===== config.mk =====
export PLATFORM = sky130hd
export DESIGN_NAME = demux_stream_n_flat
export DESIGN_NICKNAME = d
export VERILOG_FILES = /design/src/rtl/demux_stream_pkg.sv /design/src/rtl/demux_stream_n_if.sv /design/src/rtl/demux_out_reg.sv /design/src/rtl/demux_stream_n.sv /design/src/flat_wrapper.sv
export SDC_FILE = /design/constraint.sdc
export NUM_CORES = 1
export LEC_CHECK = 0
export ABC_AREA = 0
export CAP_MARGIN = 20
export CORE_ASPECT_RATIO = 0.8
export CORE_MARGIN = 2
export CORE_UTILIZATION = 35
export CTS_CLUSTER_SIZE = 40
export DETAILED_ROUTE_END_ITERATION = 7
export PLACE_DENSITY = 0.68
export SYNTH_ARGS = -nofsm -noshare
export SYNTH_HDL_FRONTEND = slang
export SYNTH_HIERARCHICAL = 1
export SYNTH_SLANG_ARGS = --single-unit

===== constraint.sdc =====
create_clock -name clk -period 1.45 [get_ports clk]
set_input_delay 0.3625 -clock clk [delete_from_list [all_inputs] [get_ports clk]]
set_output_delay 0.3625 -clock clk [all_outputs]
set_load 0.02 [all_outputs]

===== src/rtl/demux_stream_pkg.sv =====
// Shared types and constants for the N-channel streaming demultiplexer.
package demux_stream_pkg;

    typedef enum logic {
        IDLE   = 1'b0,
        LOCKED = 1'b1
    } demux_lock_e;

    localparam int DROP_CNT_W = 8;
    localparam logic [DROP_CNT_W-1:0] DROP_CNT_MAX = 8'd255;

endpackage


===== src/rtl/demux_stream_n_if.sv =====
// Stream bundle of the demultiplexer: one producer side, N consumer sides, drop status.
interface demux_stream_n_if import demux_stream_pkg::*; #(
    parameter int W = 8,
    parameter int N = 4
);
    localparam int SW = $clog2(N);

    logic [W-1:0]          in_data;
    logic [SW-1:0]         in_sel;
    logic                  in_last;
    logic                  in_valid;
    logic                  in_ready;
    logic [N*W-1:0]        out_data;
    logic [N-1:0]          out_valid;
    logic [N-1:0]          out_ready;
    logic                  err;
    logic [DROP_CNT_W-1:0] drop_cnt;

    modport master (
        output in_data, in_sel, in_last, in_valid, out_ready,
        input  in_ready, out_data, out_valid, err, drop_cnt
    );

    modport slave (
        input  in_data, in_sel, in_last, in_valid, out_ready,
        output in_ready, out_data, out_valid, err, drop_cnt
    );

endinterface


===== src/rtl/demux_out_reg.sv =====
// One-entry output register for a single channel; a load wins over a same-cycle drain.
module demux_out_reg #(
    parameter int W = 8
) (
    input  logic         clk,
    input  logic         rst_n,
    input  logic         load,
    input  logic [W-1:0] data,
    input  logic         ready,
    output logic         valid,
    output logic [W-1:0] q
);

    logic         valid_r;
    logic [W-1:0] q_r;

    // Entry state: load, drain or hold
    always_ff @(posedge clk) begin
        if (!rst_n) begin
            valid_r <= 1'b0;
            q_r     <= '0;
        end else if (load) begin
            valid_r <= 1'b1;
            q_r     <= data;
        end else if (valid_r && ready) begin
            valid_r <= 1'b0;
            q_r     <= q_r;
        end else begin
            valid_r <= valid_r;
            q_r     <= q_r;
        end
    end

    assign valid = valid_r;
    assign q     = q_r;

endmodule


===== src/rtl/demux_stream_n.sv =====
// N-channel W-bit streaming demultiplexer with out-of-range drop counting.
// Optional packet-lock FSM enabled by defining DEMUX_PKT_LOCK_EN.
module demux_stream_n import demux_stream_pkg::*; #(
    parameter int W  = 8,
    parameter int N  = 4,
    parameter int SW = $clog2(N)
) (
    input logic              clk,
    input logic              rst_n,
    demux_stream_n_if.slave  bus
);

    logic [SW-1:0]         esel_s;
    logic                  sel_ok_s;
    logic [N-1:0]          hit_s;
    logic [N-1:0]          load_s;
    logic                  busy_s;
    logic                  accept_s;
    logic                  drop_s;
    logic                  err_r;
    logic [DROP_CNT_W-1:0] drop_cnt_r;
    logic                  ch_valid_s [N];
    logic [W-1:0]          ch_data_s  [N];

`ifdef DEMUX_PKT_LOCK_EN
    demux_lock_e   state_r;
    logic [SW-1:0] lock_sel_r;

    // Effective select: latched channel while a packet is in flight
    always_comb begin
        if (state_r == LOCKED) begin
            esel_s = lock_sel_r;
        end else begin
            esel_s = bus.in_sel;
        end
    end

    // Packet lock FSM; an out-of-range first beat never locks
    always_ff @(posedge clk) begin
        if (!rst_n) begin
            state_r    <= IDLE;
            lock_sel_r <= '0;
        end else begin
            case (state_r)
                IDLE: begin
                    if (accept_s && sel_ok_s && !bus.in_last) begin
                        state_r    <= LOCKED;
                        lock_sel_r <= esel_s;
                    end else begin
                        state_r    <= IDLE;
                        lock_sel_r <= lock_sel_r;
                    end
                end
                LOCKED: begin
                    if (accept_s && bus.in_last) begin
                        state_r <= IDLE;
                    end else begin
                        state_r <= LOCKED;
                    end
                    lock_sel_r <= lock_sel_r;
                end
                default: begin
                    state_r    <= IDLE;
                    lock_sel_r <= '0;
                end
            endcase
        end
    end
`else
    logic unused_last_s;

    assign esel_s        = bus.in_sel;
    assign unused_last_s = bus.in_last;
`endif

    assign sel_ok_s = 32'(esel_s) < N;

    // One-hot destination decode; empty for an out-of-range select
    always_comb begin
        hit_s = '0;
        for (int k = 0; k < N; k++) begin
            hit_s[k] = sel_ok_s && (esel_s == SW'(k));
        end
    end

    assign busy_s       = |(hit_s & bus.out_valid & ~bus.out_ready);
    assign bus.in_ready = rst_n && (!sel_ok_s || !busy_s);
    assign accept_s     = bus.in_valid && bus.in_ready;
    assign load_s       = hit_s & {N{accept_s}};
    assign drop_s       = accept_s && !sel_ok_s;

    // Drop pulse and saturating drop counter
    always_ff @(posedge clk) begin
        if (!rst_n) begin
            err_r      <= 1'b0;
            drop_cnt_r <= '0;
        end else begin
            err_r <= drop_s;
            if (drop_s && (drop_cnt_r != DROP_CNT_MAX)) begin
                drop_cnt_r <= drop_cnt_r + 1'b1;
            end else begin
                drop_cnt_r <= drop_cnt_r;
            end
        end
    end

    for (genvar k = 0; k < N; k++) begin : g_ch
        demux_out_reg #(.W(W)) u_reg (
            .clk   (clk),
            .rst_n (rst_n),
            .load  (load_s[k]),
            .data  (bus.in_data),
            .ready (bus.out_ready[k]),
            .valid (ch_valid_s[k]),
            .q     (ch_data_s[k])
        );
    end

    // Pack per-channel registers onto the bus
    always_comb begin
        bus.out_valid = '0;
        bus.out_data  = '0;
        for (int k = 0; k < N; k++) begin
            bus.out_valid[k]         = ch_valid_s[k];
            bus.out_data[k*W +: W]   = ch_data_s[k];
        end
    end

    assign bus.err      = err_r;
    assign bus.drop_cnt = drop_cnt_r;

endmodule


===== src/flat_wrapper.sv =====
// flat-port wrapper written by rule: the top's interface ports become plain ports
module demux_stream_n_flat import demux_stream_pkg::*;
#(
    parameter int W  = 8,
    parameter int N  = 4,
    parameter int SW = $clog2(N)
)
  (clk, rst_n, bus_in_data, bus_in_sel, bus_in_last, bus_in_valid, bus_out_ready, bus_in_ready, bus_out_data, bus_out_valid, bus_err, bus_drop_cnt);
  demux_stream_n_if #(.W(W), .N(N)) bus_i ();
  input logic clk;
  input logic rst_n;
  input wire logic [$bits(bus_i.in_data)-1:0] bus_in_data;
  input wire logic [$bits(bus_i.in_sel)-1:0] bus_in_sel;
  input wire logic [$bits(bus_i.in_last)-1:0] bus_in_last;
  input wire logic [$bits(bus_i.in_valid)-1:0] bus_in_valid;
  input wire logic [$bits(bus_i.out_ready)-1:0] bus_out_ready;
  output wire logic [$bits(bus_i.in_ready)-1:0] bus_in_ready;
  output wire logic [$bits(bus_i.out_data)-1:0] bus_out_data;
  output wire logic [$bits(bus_i.out_valid)-1:0] bus_out_valid;
  output wire logic [$bits(bus_i.err)-1:0] bus_err;
  output wire logic [$bits(bus_i.drop_cnt)-1:0] bus_drop_cnt;
  assign bus_i.in_data = bus_in_data;
  assign bus_i.in_sel = bus_in_sel;
  assign bus_i.in_last = bus_in_last;
  assign bus_i.in_valid = bus_in_valid;
  assign bus_i.out_ready = bus_out_ready;
  assign bus_in_ready = bus_i.in_ready;
  assign bus_out_data = bus_i.out_data;
  assign bus_out_valid = bus_i.out_valid;
  assign bus_err = bus_i.err;
  assign bus_drop_cnt = bus_i.drop_cnt;
  demux_stream_n #(.W(W), .N(N), .SW(SW)) u_core (.clk(clk), .rst_n(rst_n), .bus(bus_i));
endmodule

; ---- Word-level counts from Yosys, hierarchy flattened
; Cells that the tools add are included.
[word_totals]
register_bits = 36
inputBits = 18
out_inout_bits = 46
word_cells = 36
[op_classes]
eq_ne = 3
mux = 8
bitwise_logic = 4
reduce_logical = 13
[ops]
columns = cell, count
row1 = $and 4x4->4, 3
row2 = $mux 1, 8
row3 = $reduce_bool 2->1, 4
row4 = $logic_and 1x1->1, 6
row5 = $eq 2x2->1 const B, 2
row6 = $not 4->4, 1
row7 = $reduce_or 4->1, 1
row8 = $eq 2x1->1 const B, 1
row9 = $logic_not 2->1, 1
row10 = $logic_not 1->1, 1

; ---- Depth between registers and ports, before layout
; Gate-level depths: netlist of the first run.
[logic_depth]
word_depth = 9
mapped_depth = 6
mapped_depth_nobuf = 5

; ---- Hierarchy
; The synthesis of the first run kept the hierarchy.
[modules_own_cells]
columns = module, instances, cells_per_inst, area_per_inst_um2, seq_area_each_um2
row1 = demux_out_reg, 4, 28, 335.3, 180.2
row2 = demux_stream_n, 1, 26, 183.9, 0.0

; ---- Least setup slack after synthesis of the first run
; Ideal clock, no wire load.
[synth_timing]
kind = reg2out
startpoint = reg u_core.g_ch[2].u_reg.valid_r
endpoint = out bus_in_ready
arrival_ps = 1234
required_ps = 1087
path_slack_ps = -147
path_stages_with_launch = 4
path_buffers = 0
cell_sequence = dfxtp_1 nor2b_1 and3b_2 a211oi_1
[synth_between]
elab_chain_len = 5
[synth_rtl]
columns = element, line
row1 = start: declaration, demux_out_reg.sv:14  ; logic valid_r;
row2 = start signal: assignment, demux_out_reg.sv:29  ; valid_r <= valid_r;
row3 = $and 4x4->4 (2 in a row), demux_stream_n.sv:86  ; assign busy_s = |(hit_s & bus.out_valid & ~bus.out_ready);
row4 = $reduce_or 4->1, demux_stream_n.sv:86
row5 = $logic_not 1->1, demux_stream_n.sv:87  ; assign bus.in_ready = rst_n && (!sel_ok_s || !busy_s);
row6 = $logic_and 1x1->1, demux_stream_n.sv:87
row7 = end: declaration, flat_wrapper.sv:17  ; output wire logic [$bits(bus_i.in_ready)-1:0] bus_in_ready;
; No other way between the ends.

; ---- Final worst setup path of the first run
[layout_timing]
startpoint = in bus_out_ready[0]
endpoint = out bus_in_ready
[layout_between]
elab_chain_len = 5
[layout_rtl]
columns = element, line
row1 = start: declaration, flat_wrapper.sv:16  ; input wire logic [$bits(bus_i.out_ready)-1:0] bus_out_ready;
row2 = $not 4->4, demux_stream_n.sv:86
row3 = $and 4x4->4, demux_stream_n.sv:86
row4 = $reduce_or 4->1, demux_stream_n.sv:86
row5 = $logic_not 1->1, demux_stream_n.sv:87
row6 = $logic_and 1x1->1, demux_stream_n.sv:87
; No other way between the ends.

==> results of run 1 <==
## cell usage after synthesis (all sizes together)
cell | number | area share
nand3 | 2 | 0.0066
nor3 | 1 | 0.0033
and3b | 1 | 0.0066
nor2 | 1 | 0.0025
nor4b | 1 | 0.0098
o21ai | 2 | 0.0066
inv | 2 | 0.0049
o21a | 4 | 0.020
mux2i | 32 | 0.21
o41ai | 1 | 0.011
a211oi | 1 | 0.0049
nor2b | 37 | 0.15
dfxtp | 36 | 0.47
conb | 1 | 0.0025
buf | 13 | 0.074
nand2b | 1 | 0.0041
nor3b | 1 | 0.0049
nand3b | 1 | 0.0049
## timing repair
| action | CTS | global route |
|---|---|---|
| endpoints found under the setup margin | 73 | 23 |
| pin swaps | 5 | 1 |
| hold buffers | 0 | 0 |
| resized for setup | 69 | 11 |
## layer usage
layer	wire length (um)	part of all wire	vias to the layer above	GRT usage
met5	0	0	-	0
met4	31	0.0081	0	0.0335
met3	337	0.088	3	0.0723
met2	1650	0.43	54	0.228
met1	1800	0.47	539	0.217
li1	-	-	589	-
## flip-flops by register name, summed over array words and instances, names as in the netlist
| register | count |
|---|---|
| u_core/g_ch.u_reg/valid | 4 |
| u_core/g_ch.u_reg/q | 32 |
## how the worst max path moves through the flow
stage	cells after the start	to	startpoint	slack, ps
after floorplan	6	u_core/g_ch[0].u_reg/q[0]	u_core/g_ch[0].u_reg/valid	30
after global placement	4	bus_in_ready	bus_in_sel[0]	-830
after detailed placement	4	bus_in_ready	bus_in_sel[0]	-870
after CTS	4	bus_in_ready	u_core/g_ch[2].u_reg/valid	-190
after global routing	4	bus_in_ready	u_core/g_ch[2].u_reg/valid	-230
final	4	bus_in_ready	bus_out_ready[0]	-160
## final cells by class
class                           instances  area [sq um]
Timing Repair Buffer                   71           638
Multi-Input combinational cell         95           779
Sequential cell                        36           723
Tap cell                               57          71.3
Fill cell                             370          1850
Inverter                                2          7.51
Clock buffer                            5          68.8
Clock inverter                          3          42.5
## kinds of logic after synthesis
logic type / share of synthesized area
and+or+nand+nor: 0.194
DFF: 0.473
other: 0.00246
AOI/OAI and AO/OA: 0.0418
buffers and inverters: 0.0787
muxes: 0.210
## critical path: cells and delay by family
family / cells / cell delay, ps
buffers and inverters: 2 / 390
AOI/OAI and AO/OA: 2 / 500
## power by group
group | internal [mW] | switching [mW]
Sequential | 1.01 | 0.0125
Combinational | 0.129 | 0.142
Clock | 0.509 | 0.378
Total | 1.65 | 0.533
==> summary.md, run 1 <==
| Metric | Value |
|---|---|
| Status | finished, violations left |
| Failing checks | negative setup slack |
| Mapped Cells | 138 |
| Period utilization | 1.11 |
| Worst EP arrival | 1250 ps |
| Clk buf depth | 2 |
| Final min period | 1610 ps |
| Antenna violations before repair | 0 |
| Post-place setup slack | -873 ps |
| Die Y | 63.0 um |
| Via density | 4.41 |
| Post-route setup slack | -163 ps |
| IO buf count | 53 |
| CP max stage cell | o41ai_4 |
| Total number of vias | 1185 |
| H-Tree Depth | 2 |
| WHS Path Cells | 3 |
| Placed cell area | 2210 sq um |
| Yosys Warn Count | 6 |
| Largest net degree at the start of global routing | 39 |
| R2R setup slack | 20 ps |
| Grt ovf | 0 |
| # setup viols final | 1 |
| Width of the die | 77.8 um |
| Placed Cells incl. Taps | 261 |
| Max IR drop VDD | 474 uV |
| Synth Cell Area | 1530 sq um |
| Vias in the first global route | 1162 |
| R2R Path Start | u_core/g_ch[0].u_reg/valid |
| Critical setup path kind | input pin to primary output |
| Area of the core | 4180 sq um |
| Leak | 1.00 nW |
| Final net count | 229 |
| Final instance area | 2330 sq um |
| Most frequent cells in the layout | nor2b_1 (37), dlygate4sd2_1 (36), dfxtp_1 (34) |
| Post-DP HPWL | 2.64 mm |
| Global-route wire length before repair | 6.06 mm |
| Seq/Total Area, Yosys | 0.473 |
| Final total negative setup slack | -163 ps |
| Hold WC Path Type | input pin to flip-flop |
| F_max | 0.620 GHz |
| Total Wirelength | 3.82 mm |
| Per-cell routed wire length | 14.2 um |
| Final Hold Fails | 0 |
| CTS Root Cell | clkbuf_8 |
| Row cnt | 21 |
| CTS tree | built |
| Residual DRC count | 0 |
| Tot GR Track Use | 0.159 |
| Hold_sp | bus_out_ready[1] |
| FF-to-FF path depth | 7 |
| IO Pins | 64 |
| DR pass1 iterations | 4 |
| Cts bufs inserted | 5 |
| Area delta synth->final | 52.8% |
| Final Max Tran Viols | 0 |
| PnR Total Power | 2.18 mW |
| Initial Util | 0.365 |
| Worst Path Max Fanout | 2 |
| CTS sink cnt | 36 |
| Final core utilization | 0.558 |
| Die footprint | 4910 sq um |
| Clock latency at the later pin of the worst-skew pair | 290 ps |
| Most common cell after layout, fill and taps aside | nor2b_1 |
| Yosys cell types | 19 |
| Final Non-Filler Cells | 269 |
| Required time worst endpoint | 1090 ps |
| CP cell instances | clkdlybuf4s15_1 -> o41ai_4 -> a211oi_2 -> buf_4 |
| Clk_skew | 3.67 ps |
| Post-CTS Setup Inserts | 0 |
| RSZ-0062 raised after global routing | yes |
| Max_cap viols | 0 |
| Hold WS | 501 ps |
| Clock slew at reported path FFs | 80 ps |
| Worst path max stage delay | 420 ps |
| Gpl congestion | 0.832 |
| Routed Antenna Nets | 0 |
| Avg Cell Area, Syn | 11.1 sq um |
| Initial detailed-routing violation count | 28 |
| CP Capture Type | primary output |
| N_diodes | 0 |
| CP startpoint kind | input pin |
| Share of layout cells above drive strength 1 | 0.217 |
| Hold EP | u_core/g_ch[1].u_reg/valid |
| FF-to-FF End | u_core/g_ch[0].u_reg/q[3] |
| Yosys reg bits | 36 |
| PwrDens | 935 nW/um^2 |
Power figures use the tool's default switching activity.
==> run 2, diff against run 1 <==
--- a/config.mk
+++ b/config.mk
@@ -8,7 +8,6 @@
 export ABC_AREA = 0
 export CAP_MARGIN = 20
 export CORE_ASPECT_RATIO = 0.8
-export CORE_MARGIN = 2
 export CORE_UTILIZATION = 35
 export CTS_CLUSTER_SIZE = 40
 export DETAILED_ROUTE_END_ITERATION = 7
==> summary.md, run 2 (same netlist as run 1, synthesis figures left out) <==
| Metric | Value |
|---|---|
| Final net count | 232 (was 229) |
| DR pass1 iterations | 4 (unchanged) |
| CP startpoint kind | flip-flop (was input pin) |
| Clock latency at the later pin of the worst-skew pair | 280 ps (was 290 ps) |
| Die Y | 61.0 um (was 63.0 um) |
| Tot GR Track Use | 0.181 (was 0.159) |
| Most frequent cells in the layout | nor2b_1 (37), dlygate4sd2_1 (36), dfxtp_1 (34) (unchanged) |
| Worst path max stage delay | 300 ps (was 420 ps) |
| Initial Util | 0.365 (unchanged) |
| Sequential cell area | 723 sq um (unchanged) |
| Most common cell after layout, fill and taps aside | nor2b_1 (unchanged) |
| Area delta synth->final | 57.1% (was 52.8%) |
| Largest net degree at the start of global routing | 20 (was 39) |
| Antenna violations before repair | 1 (was 0) |
| PwrDens | 906 nW/um^2 (was 935 nW/um^2) |
| Failing checks | negative setup slack (unchanged) |
| Post-route setup slack | -145 ps (was -163 ps) |
| Residual DRC count | 0 (unchanged) |
| Max reg flops | 32 (unchanged) |
| Hold Buf Count CTS | 0 (unchanged) |
| Clk_skew | 6.26 ps (was 3.67 ps) |
| Vias in the first global route | 1238 (was 1162) |
| Final Hold Fails | 0 (unchanged) |
| IO buf count | 53 (unchanged) |
| Hold WC Path Type | input pin to flip-flop (unchanged) |
| Per-cell routed wire length | 14.3 um (was 14.2 um) |
| CP max stage cell | dfxtp_1 (was o41ai_4) |
| Worst Path Max Fanout | 2 (unchanged) |
| Global-route wire length before repair | 5.92 mm (was 6.06 mm) |
| Hold WS | 471 ps (was 501 ps) |
| CTS Root Cell | clkbuf_8 (unchanged) |
| Gpl congestion | 0.649 (was 0.832) |
| Required time worst endpoint | 1090 ps (about the same) |
| Max_cap viols | 0 (unchanged) |
| Share of layout cells above drive strength 1 | 0.209 (was 0.217) |
| Width of the die | 75.8 um (was 77.8 um) |
| CTS tree | built (unchanged) |
| Final total negative setup slack | -544 ps (was -163 ps) |
| Via density | 4.53 (was 4.41) |
| Status | finished, violations left (unchanged) |
| Row cnt | 21 (unchanged) |
| Cts bufs inserted | 5 (unchanged) |
| Clock slew at reported path FFs | 70 ps (was 80 ps) |
| H-Tree Depth | 2 (unchanged) |
| CP Capture Type | primary output (unchanged) |
| Leak | 1.05 nW (was 1.00 nW) |
| F_max | 0.627 GHz (was 0.620 GHz) |
| CTS sink cnt | 36 (unchanged) |
| Die footprint | 4630 sq um (was 4910 sq um) |
| Total number of vias | 1233 (was 1185) |
| Initial detailed-routing violation count | 32 (was 28) |
| Grt ovf | 0 (unchanged) |
| Crit-path leading delay family | simple AND/OR/NAND/NOR gates (was compound AO/OA/AOI/OAI gates) |
| Final min period | 1590 ps (was 1610 ps) |
| Routed Antenna Nets | 0 (unchanged) |
| Clk buf depth | 2 (unchanged) |
| IO Pins | 64 (unchanged) |
| Final Max Tran Viols | 0 (unchanged) |
| CP cell instances | nor2b_1 -> and3b_2 -> a211oi_2 -> buf_4 (was clkdlybuf4s15_1 -> o41ai_4 -> a211oi_2 -> buf_4) |
| Post-DP HPWL | 2.60 mm (was 2.64 mm) |
| Area taken by multi-input logic gates | 776 sq um (was 779 sq um) |
| Filler cells | 364 (was 370) |
| Area of the core | 4180 sq um (unchanged) |
| CP bufs+invs | 1 (was 2) |
| RSZ-0062 raised after global routing | yes (unchanged) |
| Period utilization | 1.10 (was 1.11) |
| Max IR drop VDD | 561 uV (was 474 uV) |
| # setup viols final | 9 (was 1) |
| N_diodes | 0 (unchanged) |
| Total Wirelength | 3.90 mm (was 3.82 mm) |
| Critical setup path kind | flip-flop to primary output (was input pin to primary output) |
| Worst EP arrival | 1230 ps (was 1250 ps) |
-- run 2: final timing paths --
check	start	end	slack [ps]	depth (start not counted)
worst min register to register	u_core/g_ch[0].u_reg/q[7]	u_core/g_ch[0].u_reg/q[7]	510	2
worst max-delay path	u_core/g_ch[2].u_reg/valid	bus_in_ready	-140	4
worst max register to register	u_core/g_ch[0].u_reg/valid	u_core/g_ch[0].u_reg/q[2]	-60	7
worst min-delay path	bus_out_ready[0]	u_core/g_ch[0].u_reg/valid	470	3
-- run 2: where the power goes --
part | total [mW] | internal [mW] | switching, mW
Sequential | 1.02 | 1.01 | 0.0114
Clock | 0.857 | 0.510 | 0.347
Combinational | 0.292 | 0.145 | 0.147
Total | 2.17 | 1.67 | 0.506
-- run 2: metrics by stage --
stage,total power [mW],util,std cells,setup slack (ps),instance area (sq um)
CTS,2.19,0.580,271,-154,2420
finish,2.17,0.574,272,-145,2400
global route,2.25,0.574,272,-208,2400
global placement,1.32,0.530,259,-794,2210
floorplan,1.19,-,146,26.1,1560
detailed placement,1.32,0.530,259,-884,2210
-- run 2: metal layers --
metal | up-vias | GRT usage | wire, um
met5 | - | 0 | 10
met2 | 48 | 0.277 | 1690
met4 | 2 | 0.0556 | 38
met1 | 581 | 0.243 | 1900
met3 | 7 | 0.0589 | 257
li1 | 595 | - | -
-- run 2: worst register-to-register path: cells and delay by family (launching register included) --
kind,cells,cell delay [ps]
buffers and inverters,3,430
AO/OA/AOI/OAI,1,70
flip-flops,1,320
AND/OR/NAND/NOR,2,420
multiplexers,1,180
-- run 2: layout make-up --
| class | instances | share of cell area |
|---|---|---|
| multi-input cells | 95 | 0.324 |
| flip-flops and latches | 36 | 0.302 |
| repair buffers | 74 | 0.297 |
| clock buffers | 6 | 0.0303 |
| well taps | 57 | 0.0298 |
| clock inverters | 2 | 0.0146 |
| inverters | 2 | 0.00313 |
-- run 2: repair_timing --
action | 4_1_cts | 5_1_grt
resized for setup | 73 | 9
pin swaps | 6 | 3
buffers inserted | 1 | 2
hold endpoints to repair | 0 | 0
setup endpoints to repair | 73 | 22
gates cloned | 3 | 0
==> run 3, diff against run 2 <==
==> constraint.sdc (replaced) <==
create_clock -name clk -period 1.45 [get_ports clk]
set_input_delay 0.145 -clock clk [delete_from_list [all_inputs] [get_ports clk]]
set_output_delay 0.145 -clock clk [all_outputs]
set_load 0.02 [all_outputs]
==> summary.md, run 3 (same netlist as run 1, synthesis figures left out) <==
| Metric | Value |
|---|---|
| Status | finished, violations left (unchanged) |
| Failing checks | negative setup slack (unchanged) |
| Final net count | 231 (was 232) |
| Critical setup path kind | flip-flop to flip-flop (was flip-flop to primary output) |
| Die footprint | 4630 sq um (unchanged) |
| Total number of vias | 1225 (was 1233) |
| Gpl congestion | 0.711 (was 0.649) |
| Sequential cell area | 723 sq um (unchanged) |
| Hold Buf Count CTS | 0 (unchanged) |
| Routed Antenna Nets | 0 (unchanged) |
| Clock slew at reported path FFs | 70 ps (about the same) |
| CP startpoint kind | flip-flop (unchanged) |
| Share of layout cells above drive strength 1 | 0.183 (was 0.209) |
| PwrDens | 829 nW/um^2 (was 906 nW/um^2) |
| Max IR drop VDD | 649 uV (was 561 uV) |
| Most common cell after layout, fill and taps aside | clkdlybuf4s50_1 (was nor2b_1) |
| CTS Root Cell | clkbuf_8 (unchanged) |
| Clk buf depth | 2 (unchanged) |
| Post-place setup slack | -486 ps (was -884 ps) |
| Grt ovf | 0 (unchanged) |
| Max reg flops | 32 (unchanged) |
| Hold WC Path Type | input pin to flip-flop (unchanged) |
| Filler cells | 377 (was 364) |
| # setup viols final | 8 (was 9) |
| Worst EP arrival | 1670 ps (was 1230 ps) |
| Area delta synth->final | 54.8% (was 57.1%) |
| Initial Util | 0.365 (unchanged) |
| Final Max Tran Viols | 0 (unchanged) |
| IO Pins | 64 (unchanged) |
| Residual DRC count | 0 (unchanged) |
| Leak | 0.955 nW (was 1.05 nW) |
| Required time worst endpoint | 1620 ps (was 1090 ps) |
| PnR Total Power | 1.96 mW (was 2.17 mW) |
| Clock latency at the later pin of the worst-skew pair | 280 ps (about the same) |
| Vias in the first global route | 1234 (was 1238) |
| IO buf count | 53 (unchanged) |
| Period utilization | 1.04 (was 1.10) |
| Placed Cells incl. Taps | 261 (was 259) |
| DR pass1 iterations | 4 (unchanged) |
| N_diodes | 0 (unchanged) |
| Final min period | 1500 ps (was 1590 ps) |
| Largest net degree at the start of global routing | 25 (was 20) |
| Via density | 4.54 (was 4.53) |
| Initial detailed-routing violation count | 61 (was 32) |
| Total Wirelength | 3.88 mm (was 3.90 mm) |
| Antenna violations before repair | 0 (was 1) |
| Clk_skew | 2.86 ps (was 6.26 ps) |
| Per-cell routed wire length | 14.4 um (was 14.3 um) |
| Worst Path Max Fanout | 5 (was 2) |
| CP Capture Type | flip-flop (was primary output) |
| Area of the core | 4180 sq um (unchanged) |
| Area taken by multi-input logic gates | 759 sq um (was 776 sq um) |
| CTS sink cnt | 36 (unchanged) |
| RSZ-0062 raised after global routing | yes (unchanged) |
| Hold WS | 244 ps (was 471 ps) |
| Most frequent cells in the layout | clkdlybuf4s50_1 (38), nor2b_1 (37), dfxtp_1 (34) (was nor2b_1 (37), dlygate4sd2_1 (36), dfxtp_1 (34)) |
| Global-route wire length before repair | 6.03 mm (was 5.92 mm) |
| Final Hold Fails | 0 (unchanged) |
| H-Tree Depth | 2 (unchanged) |
| Tot GR Track Use | 0.182 (was 0.181) |
| Width of the die | 75.8 um (unchanged) |
| F_max | 0.666 GHz (was 0.627 GHz) |
| Max_cap viols | 0 (unchanged) |
| Post-DP HPWL | 2.71 mm (was 2.60 mm) |
| Row cnt | 21 (unchanged) |
| Post-route setup slack | -52.1 ps (was -145 ps) |
| CTS tree | built (unchanged) |
| Final Non-Filler Cells | 270 (was 272) |
| Die Y | 61.0 um (unchanged) |
| Cts bufs inserted | 5 (unchanged) |
==> run 3: cell types whose count changed in the layout (fill, tap and decap cells not counted), moves of 2 or more <==
| cell | delta |
|---|---|
| clkdlybuf4s50_1 | +30 |
| dlygate4sd2_1 | -28 |
| dlymetal6s2s_1 | +6 |
| clkbuf_2 | -2 |
| buf_2 | -2 |
| clkdlybuf4s15_1 | -3 |
| mux2i_1 | -2 |
| mux2i_2 | +2 |
==> run 3: power by group <==
group	total [mW]	internal, mW	switching, mW
Sequential	1.02	1.01	0.0121
Combinational	0.287	0.145	0.142
Clock	0.647	0.326	0.321
Total	1.96	1.48	0.475
==> run 3: worst max-delay path, stage by stage (launching register included) <==
cell and delay, ps:
dfxtp_2 330, inv_2 50, o41ai_2 60, buf_4 160, nor4b_4 260, buf_4 230, mux2i_2 240, nor2b_1 70
==> run 3: path summary, 6_finish.rpt <==
| path | slack, ps | cells after the start | start | end |
|---|---|---|---|---|
| max | -50 | 7 | u_core/g_ch[0].u_reg/valid | u_core/g_ch[0].u_reg/q[7] |
| min | 240 | 3 | bus_out_ready[1] | u_core/g_ch[1].u_reg/valid |
| max reg2reg | -50 | 7 | u_core/g_ch[0].u_reg/valid | u_core/g_ch[0].u_reg/q[7] |
| min reg2reg | 520 | 2 | u_core/g_ch[3].u_reg/q[4] | u_core/g_ch[3].u_reg/q[4] |
==> run 3: area by class of cell <==
cell class                      instances  share of cell area
Multi-Input combinational cell         95               0.322
Sequential cell                        36               0.306
Timing Repair Buffer                   73               0.306
Clock buffer                            6              0.0307
Tap cell                               57              0.0302
Inverter                                2             0.00318
Clock inverter                          1             0.00212
==> run 3: repair_timing <==
item                                   4_1_cts  5_1_grt
setup endpoints to repair                   35       23
resized for setup                           15       16
pin swaps                                    2        2
buffers inserted                             1        1
cloned                                       1        0
endpoints found under the hold margin        0        0
==> run 3: routing by layer <==
metal / global-route usage / routed length (um)
met1: 0.231 / 1850
met2: 0.283 / 1710
met3: 0.0851 / 316
met4: 0.0397 / 0
met5: 0 / 0
==> run 3: through the flow <==
step           cell area [sq um]  setup TNS, ps   util
6_report                    2360           -209  0.565
5_1_grt                     2360          -1270  0.565
4_1_cts                     2330           -502  0.557
3_5_place_dp                2220         -12110  0.532
3_3_place_gp                2220         -10250  0.532
2_1_floorplan               1560              0      -
